--- src/rtl/keyboard_matrix_cache.sv ---
// Keyboard-matrix cache for the PET clone: the Pi fills a shadow matrix and commits it atomically,
// while the CPU's PIA1 row-select and port-B reads are served from the committed (active) copy.
module keyboard_matrix_cache #(
  parameter int          NUM_ROWS       = 10,
  parameter int          COL_WIDTH      = 8,
  parameter logic [15:0] BASE_ADDR      = 16'hE800,
  parameter logic [23:0] TIMEOUT_CYCLES = 24'd6000000
) (
  input  logic        clk,
  input  logic        reset,
  input  logic [15:0] pi_addr,
  input  logic [7:0]  pi_data,
  input  logic        pi_write_strobe,
  input  logic [1:0]  bus_addr,
  input  logic [7:0]  bus_data_in,
  input  logic        bus_rw_b,
  input  logic        pia1_enabled_in,
  input  logic        io_select,
  input  logic        cpu_write_strobe,
  output logic [7:0]  kbd_data_out,
  output logic        kbd_enable,
  output logic        key_pressed_any,
  output logic        stale
);

  localparam logic [15:0]          CTRL_OFFSET = 16'd15;
  localparam logic [COL_WIDTH-1:0] ROW_IDLE    = '1;
  localparam logic [23:0]          WD_MAX      = '1;
  localparam logic [23:0]          WD_LAST     = TIMEOUT_CYCLES - 24'd1;

  logic [COL_WIDTH-1:0] shadow [NUM_ROWS];
  logic [COL_WIDTH-1:0] active [NUM_ROWS];

  logic        strobe_q;
  logic        pi_wr;
  logic [15:0] pi_offset;
  logic        ctrl_wr;
  logic        commit_bit;
  logic        release_req;
  logic        load_active;

  logic [23:0] wd_cnt;
  logic [23:0] wd_inc;
  logic        wd_fire;

  logic        writing_port_a;
  logic        writing_port_a_q;
  logic [3:0]  sel_hold;
  logic [3:0]  row_sel;
  logic        reading_port_b;

  logic [7:0]  sel_word;
  logic        any_low;
  logic        unused_bits;

  // Pi strobe acts once per rising edge, however long it is held.
  assign pi_wr       = pi_write_strobe & ~strobe_q;
  assign pi_offset   = pi_addr - BASE_ADDR;
  assign ctrl_wr     = pi_wr && (pi_offset == CTRL_OFFSET);
  assign commit_bit  = ctrl_wr & pi_data[0];
  assign release_req = ctrl_wr & pi_data[1];
  assign load_active = commit_bit & ~release_req;

  assign wd_inc  = (wd_cnt == WD_MAX) ? wd_cnt : wd_cnt + 24'd1;
  assign wd_fire = (TIMEOUT_CYCLES != 24'd0) && (wd_inc == WD_LAST);

  assign writing_port_a = cpu_write_strobe & pia1_enabled_in & (bus_addr == 2'd0);
  assign reading_port_b = io_select & bus_rw_b & pia1_enabled_in & (bus_addr == 2'd2);

  assign unused_bits = &{1'b0, bus_data_in[7:4], pi_data};

  // NOTE: every sequential process uses non-blocking assignments so all registers
  // update together on the edge and no process observes another's half-updated state.
  always_ff @(posedge clk) begin
    if (reset) begin
      strobe_q <= 1'b0;
    end else begin
      strobe_q <= pi_write_strobe;
    end
  end

  // NOTE: the matrices are a handful of flops that must come up released, so they are
  // reset explicitly here; a large RAM-style array would normally be left unreset.
  always_ff @(posedge clk) begin
    if (reset) begin
      for (int r = 0; r < NUM_ROWS; r++) begin
        shadow[r] <= ROW_IDLE;
        active[r] <= ROW_IDLE;
      end
    end else begin
      for (int r = 0; r < NUM_ROWS; r++) begin
        if (pi_wr && (pi_offset == 16'(r))) begin
          shadow[r] <= pi_data[COL_WIDTH-1:0];
        end
        if (release_req) begin
          shadow[r] <= ROW_IDLE;
          active[r] <= ROW_IDLE;
        end else if (load_active) begin
          active[r] <= shadow[r];
        end else if (wd_fire) begin
          active[r] <= ROW_IDLE;
        end
      end
    end
  end

  // A commit (even alongside release-all) restarts the watchdog and beats a same-cycle timeout.
  always_ff @(posedge clk) begin
    if (reset) begin
      wd_cnt <= 24'd0;
      stale  <= 1'b1;
    end else if (commit_bit) begin
      wd_cnt <= 24'd0;
      stale  <= 1'b0;
    end else begin
      wd_cnt <= wd_inc;
      if (wd_fire) begin
        stale <= 1'b1;
      end
    end
  end

  // Row select is taken from the last data seen while the PORTA write was active.
  always_ff @(posedge clk) begin
    if (reset) begin
      writing_port_a_q <= 1'b0;
      sel_hold         <= 4'd0;
      row_sel          <= 4'd0;
    end else begin
      writing_port_a_q <= writing_port_a;
      if (writing_port_a) begin
        sel_hold <= bus_data_in[3:0];
      end
      if (writing_port_a_q && !writing_port_a) begin
        row_sel <= sel_hold;
      end
    end
  end

  // NOTE: combinational outputs get their default first so no path leaves them
  // unassigned, which would otherwise infer a latch.
  always_comb begin
    sel_word = 8'hFF;
    for (int r = 0; r < NUM_ROWS; r++) begin
      if (row_sel == 4'(r)) begin
        sel_word[COL_WIDTH-1:0] = active[r];
      end
    end
  end

  always_comb begin
    any_low = 1'b0;
    for (int r = 0; r < NUM_ROWS; r++) begin
      if (active[r] != ROW_IDLE) begin
        any_low = 1'b1;
      end
    end
  end

  // The port-B value freezes for the duration of a read so the CPU sees one coherent byte.
  always_ff @(posedge clk) begin
    if (reset) begin
      kbd_data_out    <= 8'hFF;
      key_pressed_any <= 1'b0;
    end else begin
      key_pressed_any <= any_low;
      if (!reading_port_b) begin
        kbd_data_out <= sel_word;
      end
    end
  end

  assign kbd_enable = reading_port_b & (kbd_data_out != 8'hFF);

endmodule

--- config.mk ---
export PLATFORM = sky130hd
export DESIGN_NAME = keyboard_matrix_cache
export DESIGN_NICKNAME = d
export VERILOG_FILES = /design/src/rtl/keyboard_matrix_cache.sv
export SDC_FILE = /design/constraint.sdc
export NUM_CORES = 1
export LEC_CHECK = 0
export CORE_AREA = 2 2 133 135
export CTS_CLUSTER_DIAMETER = 50
export DETAILED_ROUTE_END_ITERATION = 7
export DIE_AREA = 0 0 135 137
export HOLD_SLACK_MARGIN = 0.02
export PLACE_DENSITY = 0.83
export SYNTH_ARGS = -nofsm -noshare
export SYNTH_HDL_FRONTEND = slang
export SYNTH_SLANG_ARGS = --single-unit
--- constraint.sdc ---
create_clock -name clk -period 5.2 [get_ports clk]
set_clock_uncertainty 0.2 [all_clocks]
set_input_delay 1.04 -clock clk [delete_from_list [all_inputs] [get_ports clk]]
set_output_delay 1.04 -clock clk [all_outputs]
set_load 0.03 [all_outputs]
# == Word level (Yosys, flattened, before mapping) ==
# Memories as Yosys holds them, arrays and structs flattened.
# Index checks and enable logic that the tools add are counted.
# word_totals
in_bits,41
ram_bits,160
latch_bits,0
n_memories,2
romBits,0
out_inout_bits,11
regBits,44
# memory_table
name,words,width,read_ports,rd_ports_with_merged_regs,wr,line_no,rtl
active,10,8,10,0,10,32,logic [COL_WIDTH-1:0] active [NUM_ROWS];
shadow,10,8,10,0,10,31,logic [COL_WIDTH-1:0] shadow [NUM_ROWS];
# classes
n_mux,117
n_shift,0
addsub,2
n_reduce_logical,18
magnitude_cmp,0
n_mul,0
eq_ne,33
bitwise_logic,62
n_div,0
# op_table
cell,count
$mux W8,60
$ne A8 B8 Y1 const B,11
$eq A16 B3 Y1 const B,4
$mux W1,56
$or A1 B1 Y1,50
$eq A16 B4 Y1 const B,3
$eq A16 B2 Y1 const B,2
$add A24 B1 Y24 const B,1
$eq A24 B23 Y1 const B,1
$eq A24 B24 Y1 const B,1
$mux W24,1
$eq A16 B1 Y1 const B,1
$eq A4 B3 Y1 const B,4
$logic_not A16 Y1,1
$sub A16 B16 Y16 const B,1
$logic_and A1 B1 Y1,12
$and A1 B1 Y1,10
$eq A4 B2 Y1 const B,2
$eq A4 B4 Y1 const B,2
$eq A4 B1 Y1 const B,1
$logic_not A4 Y1,1
$eq A2 B2 Y1 const B,1
$logic_not A2 Y1,1
$not A1 Y1,2
other kinds (3),3

# == Longest topological paths before layout ==
# depth
word_depth,12
depth_mapped,11
mapped_depth_nobuf,9

# == Worst setup path after synthesis ==
# No wires, ideal clock.
# synth_path
kind,input to register
start,in pi_addr[11]
end,"mem active[0][0], enable pin"
setup_ps,917
cell_stages,9
n_path_buf,1
setup_slack_ps,233
arrival_ps,3850
path_cell_list,inv_1 -> ha_1 -> and4b_1 -> o2111ai_1 -> nor2_1 -> nand4_1 -> nand2b_1 -> clkbuf_1 -> nand3b_1
# synth_lines
element,line_no,rtl
start: declaration,11,"input logic [15:0] pi_addr,"
end: declaration,32,

# == Worst setup path after layout ==
# layout_path
start,in bus_addr[1]
end,out kbd_enable
# layout_via
elab_chain_len,3
# layout_lines
element,line_no,rtl
start: declaration,14,"input logic [1:0] bus_addr,"
$eq A2 B2 Y1,68,assign reading_port_b = io_select & bus_rw_b & pia1_enabled_in & (bus_addr == 2'd2);
$and A1 B1 Y1,68,
$and A1 B1 Y1,173,assign kbd_enable = reading_port_b & (kbd_data_out != 8'hFF);
end: declaration,21,"output logic kbd_enable,"
# Every way passes these cells.

==> metrics <==
P_leak=slightly above 0.003 uW; Final Setup Violations=0; antenna-violating nets left=0; Final GP Congestion=slightly above 0.9; Critical Path End Type=primary output; VDD IR-drop max=between 0.0002 and 0.00025 V; post-route cell area=around 11000 sq um; minimum clock period after layout=slightly above 4000 ps; Post-CTS Hold Fix Bufs=0; maximum fanout along the worst path=17; Sw Share=about a fifth; Slew Viols, Final=0; RSZ-0062 raised after global routing=false; worst-margin pin slew=between 1000 and 1500 ps; maximum clock rate=about 0.25 GHz; placed insts=around 1000; first-pass GRT wire length=31500 um; GRT Total Usage=~22%; CTS max path bufs=3; Placed Area=9730 sq um; Synth Area per Inst=11.8 sq um; DR DRC count=0; clock root cell=clkbuf_16; total power divided by cell area=339 nW/um^2; Psw=737 uW; CP Class=primary input to primary output; Ant. Diodes=0; initial antenna violation count=0; final WL=around 20000 um; Post-CTS Repair Setup Buffers=0; Avg WL per Cell=approximately 19 um; Synth Warn #=0; Unique masters post-synth=between 60 and 70; Mapped Nets=approximately 800; final worst slack=between 1000 and 1500 ps; non-filler cells, final=about 1100; area of the multi-input gates=3160 sq um; cts repair resizes=0; CP dominant cell by count=clkdlybuf4s50_1; startpoint types=primary input; hpwl dp=approximately 14000 um; proportion of power drawn by the clock network=a little under half; Max-Cap Viols=0; # port buffers=between 40 and 50; Worst EP arrival=2800 ps; Layout fillers=between 1000 and 1500; via count=between 6000 and 7000; CP required=just under 4000 ps; Netlist Area Pre-Place=9020 sq um; H-tree Lvls=1; pin count of the biggest net entering global routing=73; slowest stage delay, CP=~650 ps; vias in the first global route=just under 6000; CORE AREA=about 17000 sq um; register area share after synthesis=around 63%; IO Pins=52; Max-slew headroom=16.0%; cell internal pwr=roughly 2800 uW; sequential share of power=between 40% and 50%; combinational share of power=3.1%; vias per cell=about 5.8; Top FF cell, synth=edfxtp_1; Worst Hold Class=register to register; drt initial violations=about 500; run status=complete, no violations; clk slew on worst S/H paths=around 60 ps; most frequent cells in the layout=edfxtp_1, nand2b_1, nand2_1, nor2_1, clkdlybuf4s50_1; Clk Latency, worst-skew pair=around 500 ps; Fin. Hold Viols=0; FF+latch area=around 5700 sq um; CP max stage cell=clkdlybuf4s50_1; Util after Layout=61.7%; Initial Utilization=between 50 and 60%; part of the cycle the worst path needs=a little under 80%; cell count after synthesis=roughly 760; CTS sink cnt=around 200; ranking of synthesized cells by area=edfxtp_1, dfxtp_1, nand2b_1; TritonCTS buffer count=23; grt total ovfl=0; most common cell after layout, fill and taps aside=edfxtp_1; full die area=around 18000 sq um; Setup TNS=0 ps; die width=roughly 140 um; Die Y=137 um; area grow syn2layout=16.8%; CTS tree=done; synthesized flop and latch total=between 200 and 250; pre-CTS setup slack=approximately 700 ps; FP Rows=between 40 and 50; 1st-pass router iterations=5; Post-synth EDFFs=160; Synth top area share=53.3%; layout cell share with drive strength beyond 1=between 10 and 15%; Layout Nets=about 850; async set or reset register ratio after synthesis=0%; CP Cell Sequence=clkdlybuf4s50_1, nand3_1, nor3b_2, buf_4, o21a_1, clkdlybuf4s50_1; area leader, netlist=edfxtp_1
## flip-flops by register name (all words and copies together) (netlist names)
register / flops
active: 80
shadow: 80
writing_port_a_q: 1
wd_cnt: 24
kbd_data_out: 8
strobe_q: 1
sel_hold: 4
key_pressed_any: 1
stale: 1
row_sel: 4
## routing by layer
layer,GRT usage (%),share of wire [%],vias to the layer above
li1,-,-,2871
met1,29.6,41,2916
met2,37.7,47,260
met3,3.07,7.4,48
met4,8.33,4.0,0
met5,0,0,-
## cells in the mapped netlist (4+ instances only)
master / instances
xor2_1: 7
clkbuf_1: 32
or2_2: 10
a211o_1: 7
mux2i_1: 11
xnor2_1: 13
o22ai_1: 28
o211ai_1: 4
buf_4: 4
nor3_1: 9
a21oi_1: 4
edfxtp_1: 160
dfxtp_1: 44
nand4_1: 32
or3_1: 5
nand3b_1: 4
nand2b_1: 104
and3_1: 8
o21ai_0: 6
nand3_1: 15
nand2_1: 99
nor2b_1: 8
nor2_1: 61
nor4_1: 8
inv_1: 4
mux2_2: 17
a221oi_1: 7
## worst paths after layout
path | startpoint | endpoint | slack [ps] | cells past startpoint
hold / removal | kbd_data_out[1]$_SDFFE_PP1N_ | kbd_data_out[1]$_SDFFE_PP1N_ | 290 | 1
hold reg to reg | kbd_data_out[1]$_SDFFE_PP1N_ | kbd_data_out[1]$_SDFFE_PP1N_ | 290 | 1
setup / recovery | bus_addr[1] | kbd_enable | 1160 | 6
setup reg to reg | wd_cnt[0]$_SDFF_PP0_ | active[0][0]$_SDFFCE_PP1P_ | 1390 | 9
## per-stage QoR
step / power (uW) / hold WS [ps]
after floorplan: 1870 / 260
after global placement: 1920 / 272
after detailed placement: 1930 / 282
after CTS: 3590 / 295
after global routing: 3650 / 308
final: 3570 / 291
## critical path: cells and delay by family
| kind | cells | cell delay (ps) |
|---|---|---|
| buffers and inverters | 3 | 1340 |
| AND/OR/NAND/NOR | 2 | 270 |
| AO/OA/AOI/OAI | 1 | 140 |
## cell families after synthesis
kind of cell / Yosys count / share of synthesized area, %
adder cells (fa/ha/maj): 2 / 0.278
multiplexers: 28 / 3.34
XOR/XNOR: 20 / 1.94
AND/OR/NAND/NOR: 387 / 23.2
AO/OA/AOI/OAI: 77 / 6.18
buffers and inverters: 44 / 2.04
flip-flops: 204 / 63.1
## final cells by class
type / count / share of cell area (%)
clock inverters: 15 / 1.70
well taps: 225 / 2.67
clock buffers: 27 / 5.89
repair buffers: 61 / 5.59
flip-flops and latches: 204 / 54.0
inverters: 4 / 0.143
multi-input cells: 514 / 30.0
## power by group through the flow
stage	Sequential [uW]	Combinational [uW]	Clock (uW)
after global routing	1780	121	1750
after detailed placement	1810	113	0
final	1780	112	1680
after global placement	1810	111	0
after floorplan	1810	55.9	0
after CTS	1780	113	1700
Power figures use the tool's default switching activity.
